[src/rtl/xor_sched_pkg.sv]
// Shared definitions for the XOR parity scheduler: FSM encoding, defaults, width helper.
`default_nettype none

package xor_sched_pkg;

   typedef enum logic [1:0] {
      ST_IDLE  = 2'd0,
      ST_SHIFT = 2'd1,
      ST_DONE  = 2'd2
   } state_t;

   localparam int DEF_N_REQ = 4;
   localparam int DEF_WIDTH = 8;

   function automatic int clog2(input int v);
      int r;
      r = 0;
      while ((1 << r) < v) r++;
      return r;
   endfunction

endpackage

`default_nettype wire

[src/rtl/xor_gate.sv]
// Single 2-input XOR cell: the shared 1-bit datapath that the scheduler time-multiplexes.
`default_nettype none

module xor_gate (
   input  logic i_a,
   input  logic i_b,
   output logic o_y
);

   assign o_y = i_a ^ i_b;

endmodule

`default_nettype wire

[src/rtl/xor_parity_arbiter.sv]
// +--------------------------------------------------------------------------+
// | xor_parity_arbiter: round-robin scheduler folding one requester word     |
// | per job through a shared serial XOR cell.                    Rev 1.0     |
// +--------------------------------------------------------------------------+
`default_nettype none

module xor_parity_arbiter
   import xor_sched_pkg::*;
#(
   parameter  int N_REQ = DEF_N_REQ,
   parameter  int WIDTH = DEF_WIDTH,
   localparam int ID_W  = clog2(N_REQ)
) (
   input  logic                   clk,
   input  logic                   rst,
   input  logic [N_REQ-1:0]       req_valid,
   input  logic [N_REQ*WIDTH-1:0] req_data,
   output logic [N_REQ-1:0]       req_ready,
   output logic                   res_valid,
   output logic                   res_parity,
   output logic [ID_W-1:0]        res_id,
   input  logic                   res_ready
);

   localparam int              CNT_W    = clog2(WIDTH);
   localparam logic [CNT_W-1:0] c_last  = CNT_W'(WIDTH - 1);
   localparam logic [ID_W-1:0]  c_id_max = ID_W'(N_REQ - 1);
   localparam logic [ID_W:0]    c_n      = (ID_W + 1)'(N_REQ);

   state_t            r_state;
   state_t            w_state_nxt;
   logic [WIDTH-1:0]  r_sh;
   logic              r_acc;
   logic [CNT_W-1:0]  r_cnt;
   logic [ID_W-1:0]   r_id;
   logic [ID_W-1:0]   r_ptr;

   logic [N_REQ-1:0]  w_rot;
   logic              w_found;
   logic [ID_W-1:0]   w_off;
   logic [ID_W:0]     w_sum;
   logic [ID_W-1:0]   w_gidx;
   logic              w_accept;
   logic              w_fold;
   logic [WIDTH-1:0]  w_words [N_REQ];

   for (genvar gi = 0; gi < N_REQ; gi++) begin : g_words
      assign w_words[gi] = req_data[gi*WIDTH +: WIDTH];
   end

   // Rotate so bit 0 is the requester at ptr; lowest set bit is the winner.
   always_comb begin
      w_rot   = N_REQ'({req_valid, req_valid} >> r_ptr);
      w_found = 1'b0;
      w_off   = '0;
      for (int k = N_REQ - 1; k >= 0; k--) begin
         if (w_rot[k]) begin
            w_found = 1'b1;
            w_off   = ID_W'(k);
         end
      end
      w_sum = {1'b0, r_ptr} + {1'b0, w_off};
      if (w_sum >= c_n) w_sum = w_sum - c_n;
      w_gidx = w_sum[ID_W-1:0];
   end

   assign w_accept  = (r_state == ST_IDLE) && w_found;
   assign req_ready = w_accept ? (N_REQ'(1) << w_gidx) : '0;

   always_comb begin
      w_state_nxt = r_state;
      case (r_state)
         ST_IDLE:  if (w_accept)        w_state_nxt = ST_SHIFT;
         ST_SHIFT: if (r_cnt == c_last) w_state_nxt = ST_DONE;
         ST_DONE:  if (res_ready)       w_state_nxt = ST_IDLE;
         default:                       w_state_nxt = ST_IDLE;
      endcase
   end

   xor_gate u_xor (
      .i_a (r_acc),
      .i_b (r_sh[0]),
      .o_y (w_fold)
   );

   always_ff @(posedge clk) begin
      if (rst) begin
         r_state <= ST_IDLE;
         r_sh    <= '0;
         r_acc   <= 1'b0;
         r_cnt   <= '0;
         r_id    <= '0;
         r_ptr   <= '0;
      end else begin
         r_state <= w_state_nxt;
         if (w_accept) begin
            r_sh  <= w_words[w_gidx];
            r_acc <= 1'b0;
            r_cnt <= '0;
            r_id  <= w_gidx;
            r_ptr <= (w_gidx == c_id_max) ? '0 : w_gidx + 1'b1;
         end else if (r_state == ST_SHIFT) begin
            r_acc <= w_fold;
            r_sh  <= r_sh >> 1;
            r_cnt <= r_cnt + 1'b1;
         end
      end
   end

   assign res_valid  = (r_state == ST_DONE);
   assign res_parity = r_acc;
   assign res_id     = r_id;

endmodule

`default_nettype wire

[config.mk]
export PLATFORM = sky130hd
export DESIGN_NAME = xor_parity_arbiter
export DESIGN_NICKNAME = d
export VERILOG_FILES = /design/src/rtl/xor_sched_pkg.sv /design/src/rtl/xor_gate.sv /design/src/rtl/xor_parity_arbiter.sv
export SDC_FILE = /design/constraint.sdc
export NUM_CORES = 1
export LEC_CHECK = 0
export BUFFER_PORTS_ARGS = -buffer_cell sky130_fd_sc_hd__buf_2
export CORE_UTILIZATION = 45
export CTS_CLUSTER_DIAMETER = 100
export DETAILED_ROUTE_END_ITERATION = 10
export GPL_ROUTABILITY_DRIVEN = 0
export HOLD_SLACK_MARGIN = 0.15
export PLACE_DENSITY = 0.79
export RECOVER_POWER = 100
export SLEW_MARGIN = 30
export SYNTH_ARGS = -nofsm -noshare
export SYNTH_HDL_FRONTEND = slang
export SYNTH_SLANG_ARGS = --single-unit
[constraint.sdc]
create_clock -name clk -period 3.3 [get_ports clk]
set_input_delay 0.33 -clock clk [delete_from_list [all_inputs] [get_ports clk]]
set_output_delay 0.33 -clock clk [all_outputs]
set_load 0.005 [all_outputs]
; ---- Word-level counts from Yosys, hierarchy flattened
; Index checks and enable logic that the tools add are counted.
; W data, S select, Z words.
[classes]
n_addsub = 4
order_cmp = 2
n_eq_ne = 7
n_shift = 2
n_mux = 20
bitwise = 2
n_reduce_logical = 5
[ops]
columns = cell, n
row1 = $mux W8, 4
row2 = $mux W2, 9
row3 = $bmux W8 S2, 1
row4 = $shr A8 B2 Y4, 1
row5 = $ge A3 B3 Y1 const B, 2
row6 = $pmux W2 S3, 1
row7 = $eq A2 B2 Y1 const B, 2
row8 = $mux W1, 4
row9 = $mux W4, 1
row10 = $ne A2 B2 Y1 const B, 2
row11 = $shl A1 B2 Y4 const A, 1
row12 = $add A2 B2 Y3, 1
row13 = $add A3 B1 Y3 const B, 1
row14 = $eq A3 B3 Y1 const B, 1
row15 = $not A2 Y3, 1
row16 = $reduce_and A3 Y1, 1
row17 = $add A2 B1 Y2 const B, 1
row18 = $eq A2 B1 Y1 const B, 1
row19 = $logic_not A2 Y1, 1
row20 = $ne A2 B1 Y1 const B, 1
row21 = $reduce_bool A2 Y1, 1
row22 = $reduce_or A2 Y1, 1
row23 = $sub A2 B1 Y2 const B, 1
row24 = $logic_and A1 B1 Y1, 1
row25 = $xor A1 B1 Y1, 1
[totals]
ff_bits = 18
input_bits = 39
out_inout_bits = 8
wordCells = 48

; ---- Longest topological paths before layout
[logic_depth]
depth_word = 13
depth_mapped = 13
mapped_depth_nobuf = 11

; ---- By module
; A second synthesis with hierarchy kept.
[hier_totals]
hier_cells = 143
area_unflattened_um2 = 1252.5
[modules_own_cells]
columns = mod, n_inst, cells_each, area_each_um2, seq_area_each_um2
row1 = xor_parity_arbiter, 1, 142, 1243.7, 360.3
row2 = xor_gate, 1, 1, 8.8, 0.0

; ---- Worst setup path before layout
; No wires, ideal clock.
[synth_path]
path_kind = in2reg
startpoint = input port req_valid[2]
endpoint = register r_sh[0]
setup_time_ns = 0.103
arrival_time_ns = 2.349
required_ns = 3.197
slack_ns = 0.848
cell_stages = 11
path_buffers = 2
cell_sequence = buf_4 nor2_1 nor3_1 a21oi_1 o21ai_0 ha_1 xor2_1 xnor2_1 buf_6 mux2_4 a2111oi_2
[synth_between]
elab_chain_len = 13
elab_cells_between_ends = 20
classes_between = add/sub: 2 / order compare: 1 / shift: 1 / mux: 13 / bitwise: 1 / reduce/logical: 2
[synth_rtl]
columns = item, line
row1 = "start, declared", xor_parity_arbiter.sv:16  ; input logic [N_REQ-1:0] req_valid,
row2 = $shr A8 B2 Y4 (*), xor_parity_arbiter.sv:53  ; w_rot = N_REQ'({req_valid, req_valid} >> r_ptr);
row3 = $mux W2 (4 in series), xor_parity_arbiter.sv:57  ; if (w_rot[k]) begin
row4 = $add A2 B2 Y3, xor_parity_arbiter.sv:62  ; w_sum = {1'b0, r_ptr} + {1'b0, w_off};
row5 = $ge A3 B3 Y1 / $sub A2 B1 Y2 (equally long branches), xor_parity_arbiter.sv:63  ; if (w_sum >= c_n) w_sum = w_sum - c_n;
row6 = $mux W2, xor_parity_arbiter.sv:63
row7 = $not A2 Y3 (implied by the code), xor_parity_arbiter.sv:97  ; r_sh <= w_words[w_gidx];
row8 = $bmux W8 S2, xor_parity_arbiter.sv:97
row9 = $mux W8 (implied by the code) (2 in series), xor_parity_arbiter.sv:97
row10 = $mux W8, xor_parity_arbiter.sv:96  ; if (w_accept) begin
row11 = "end signal, assigned", xor_parity_arbiter.sv:97
row12 = "end signal, assigned", xor_parity_arbiter.sv:104  ; r_sh <= r_sh >> 1;
row13 = "end, declared", xor_parity_arbiter.sv:32  ; logic [WIDTH-1:0] r_sh;
; Mark *: on every way between the ends. The rest lies on a longest branch, timed or not. The select of a mux whose other input is x is not followed.
; A chain may end at the register's enable or synchronous reset.

; ---- Worst setup path in the final report
[layout_path]
startpoint = register r_ptr[0]
endpoint = output port req_ready[3]
[layout_between]
elab_chain_len = 10
elab_cells_between_ends = 16
classes_between = add/sub: 2 / order compare: 1 / shift: 2 / mux: 10 / reduce/logical: 1
[layout_rtl]
columns = item, line
row1 = "start, declared", xor_parity_arbiter.sv:36  ; logic [ID_W-1:0] r_ptr;
row2 = "start signal, assigned", xor_parity_arbiter.sv:101  ; r_ptr <= (w_gidx == c_id_max) ? '0 : w_gidx + 1'b1;
row3 = $shr A8 B2 Y4, xor_parity_arbiter.sv:53
row4 = $mux W2 (4 in series), xor_parity_arbiter.sv:57
row5 = $add A2 B2 Y3, xor_parity_arbiter.sv:62
row6 = $ge A3 B3 Y1 / $sub A2 B1 Y2 (equally long branches), xor_parity_arbiter.sv:63
row7 = $mux W2, xor_parity_arbiter.sv:63
row8 = $shl A1 B2 Y4, xor_parity_arbiter.sv:68  ; assign req_ready = w_accept ? (N_REQ'(1) << w_gidx) : '0;
row9 = $mux W4 (*), xor_parity_arbiter.sv:68
row10 = "end, declared", xor_parity_arbiter.sv:18  ; output logic [N_REQ-1:0] req_ready,
; Mark *: on every way between the ends. The rest lies on a longest branch, timed or not.

==> impl_metrics.py <==
metrics = {
    "outcome": {
        "status": "complete, no violations",
    },
    "worst_setup_path": {
        "r2r_end": "r_sh[1]",
        "cp_slowest_cell": "dfxtp_1",
        "cp.required_ps": 2970,
        "r2r-start": "r_ptr[0]",
        "cp.arrival_ps": 2680,
        "cpPeakStageDelay_ps": 550,
        "rrSetupSlack_ps": 290,
        "start_kind": "register",
        "rr_worst_depth": 8,
        "path_cells": "nor3_1 > a311oi_1 > o21ai_0 > ha_1 > xor2_1 > xnor2_4 > ha_1 > and2_0 > buf_2",
        "cp-end-kind": "primary output",
        "crit_top_cell": "ha_1",
        "crit_start": "r_ptr[0]",
        "crit_fanout": 12,
        "worstSetupPathType": "reg2out",
    },
    "cts": {
        "cts.htree.levels": 1,
        "cts_root_buf": "clkbuf_4",
        "path_clk_slew_ps": 100,
        "clock_sinks": 18,
        "cts_buffers": 3,
        "postCtsHoldBufs": 0,
        "cts_tree": "built",
        "cts_buffer_depth": 2,
        "clock_latency_ps": 290,
    },
    "global_route": {
        "grt_pass1_wl_um": 4660,
        "grt_max_degree": 25,
        "antenna_found_initial": 0,
        "grt_overflow_total": 0,
        "grt_pass1_vias": 1145,
        "grt_usage_pct": 21.8,
    },
    "min_path": {
        "hold_end": "r_state[1]",
        "hold_class": "in2reg",
        "min_from": "res_ready",
        "min_path_cells": 4,
    },
    "yosys": {
        "yosysWarnings": 0,
        "synth-seq-cells": 18,
        "synth_fp_nets": 183,
        "netlist_area_mm2": 0.00127,
        "netlist_instances": 140,
        "synth_ff_type": "dfxtp_1",
        "synthDistinctLibCells": 36,
        "synthArstFlopShare_pct": 0,
        "synth-edff-count": 0,
        "syn_avg_cell_area_um2": 9.06,
        "seq_area_frac_synth_pct": 28.4,
    },
    "detailed_routing": {
        "drtIter0Drc": 16,
        "route.detailed.drc": 0,
        "via_per_inst": 5.75,
        "wl_um": 2950,
        "wl_per_cell_um": 13.9,
        "dr.pass1.iters": 5,
        "num_vias": 1220,
        "ant_nets": 0,
    },
    "cells_and_area": {
        "area_growth_pct": 19.0,
        "fillers": 235,
        "layout-drive-gt1-share_pct": 32.4,
        "diodes": 0,
        "design_area_mm2": 0.00151,
        "final_nets": 226,
    },
    "placement": {
        "portBuffers": 46,
        "place_hpwl_um": 2180,
        "place_ws_ps": 267,
        "place_area_mm2": 0.00148,
    },
    "pwr": {
        "switching_share_pct": 39.4,
        "power_switching_uw": 447,
        "power.density_mw_per_mm2": 752,
        "p_leak_uw": 0.000706,
        "pwr-share-comb_pct": 61.0,
        "p_int_uw": 689,
        "clkPwrFrac_pct": 11.8,
        "seqPwrFrac_pct": 27.1,
        "ir_worst_vdd_uv": 534,
    },
    "sta": {
        "tightest_slew_ps": 769,
        "hold_slack_ps": 349,
        "period_needed_ps": 3010,
        "fin_ws_ps": 291,
        "max_freq_ghz": 0.332,
        "rsz0062_at_grt": "no",
        "period_share_pct": 91.2,
        "final_max_slew_viol_count": 0,
        "finalSetupTns_ps": 0,
        "finalHoldViolCount": 0,
        "setup_viol": 0,
        "fin_skew_ps": 3.86,
        "slew-limit-headroom_pct": 48.6,
    },
    "floorplanning": {
        "fp.coreArea_mm2": 0.00257,
        "fp.dieH_um": 55.1,
        "rows": 18,
        "die_w_um": 55.1,
        "ios": 47,
        "die_area_mm2": 0.00304,
        "initial_core_util_pct": 49.4,
    },
    "job": {
        "maxCapViolCount": 0,
    },
}
==> how the worst max path moves through the flow <==
stage,end,depth (start not counted)
2_1_floorplan,r_sh[0],11
3_3_place_gp,r_sh[1],8
3_5_place_dp,r_sh[1],8
4_1_cts,req_ready[3],9
5_1_grt,req_ready[3],9
6_report,req_ready[3],9
==> area by class of cell <==
class,count,area [µm²],area share (%)
inverters,3,11.3,0.746
repair buffers,50,256,17.0
clock buffers,4,36.3,2.40
well taps,30,37.5,2.49
multi-input cells,107,808,53.5
flip-flops and latches,18,360,23.9
==> flip-flops by register name, summed over array words and instances (netlist names) <==
signal      cells
r_sh            8
res_parity      1
res_id          2
r_ptr           2
r_state         2
r_cnt           3
==> power groups by stage <==
stage | registers (µW) | logic (µW) | clock network (µW)
floorplan | 294 | 608 | 0
global placement | 307 | 692 | 0
detailed placement | 312 | 729 | 0
CTS | 307 | 735 | 138
global route | 315 | 762 | 147
finish | 308 | 693 | 135
==> through the flow <==
step | instances | total power, µW | utilization (%)
2_1_floorplan | 140 | 902 | -
3_3_place_gp | 208 | 999 | 57.5
3_5_place_dp | 208 | 1040 | 57.8
4_1_cts | 212 | 1180 | 59.2
5_1_grt | 212 | 1220 | 58.8
6_report | 212 | 1140 | 58.8
==> metal layers <==
layer,up-vias,track usage (%),share of wire (%)
li1,594,-,-
met1,568,22.1,40
met2,48,42.4,53
met3,10,3.83,5.4
met4,0,10.0,2.1
met5,-,0,0
==> Yosys cell counts (3+ instances only) <==
cell type	instances	area, µm²
a2111oi_0	3	26.3
a2111oi_2	4	60.1
a21oi_1	4	20.0
buf_4	4	30.0
buf_6	3	33.8
dfxtp_1	18	360
ha_1	4	50.1
inv_1	3	11.3
mux2_2	3	33.8
mux2_4	4	60.1
mux2i_1	16	160
nand2_1	5	18.8
nor2_1	24	90.1
nor3_1	16	80.1
==> timing repair <==
action                     4_1_cts  5_1_grt
buffers inserted                 0        0
setup endpoints to repair        0        3
gates resized for setup          0        1
==> worst max-delay path, delay by kind of cell, from the launching register on <==
| family | cells | cell delay, ps |
|---|---|---|
| and+or+nand+nor | 2 | 230 |
| AOI/OAI and AO/OA | 2 | 470 |
| buffers and inverters | 1 | 100 |
| adders and majority gates | 2 | 440 |
| xor gates and xnor gates | 2 | 590 |
| DFF | 1 | 550 |
==> cell families (layout without fill, tap and decap cells) <==
| family | after synthesis | in the layout | share of synthesized area, % |
|---|---|---|---|
| simple gates | 54 | 54 | 19.4 |
| mux | 24 | 24 | 22.1 |
| compound gates | 21 | 21 | 15.0 |
| flops | 18 | 18 | 28.4 |
| buf+inv | 15 | 57 | 8.38 |
| fa+ha+maj | 4 | 4 | 3.94 |
| xor+xnor | 4 | 4 | 2.76 |
==> placed cells by master, fill, tap and decap left out, types with 3 or more instances in the layout <==
cell type	Yosys	final
mux2_1	0	4
inv_1	3	3
a21oi_1	4	4
a2111oi_0	3	4
clkbuf_4	0	4
mux2i_1	16	16
dfxtp_1	18	18
buf_4	4	3
nor2_1	24	24
a2111oi_2	4	3
clkbuf_1	2	3
nor3_1	16	16
ha_1	4	4
nand2_1	5	5
buf_2	2	42
Power figures use the tool's default switching activity.
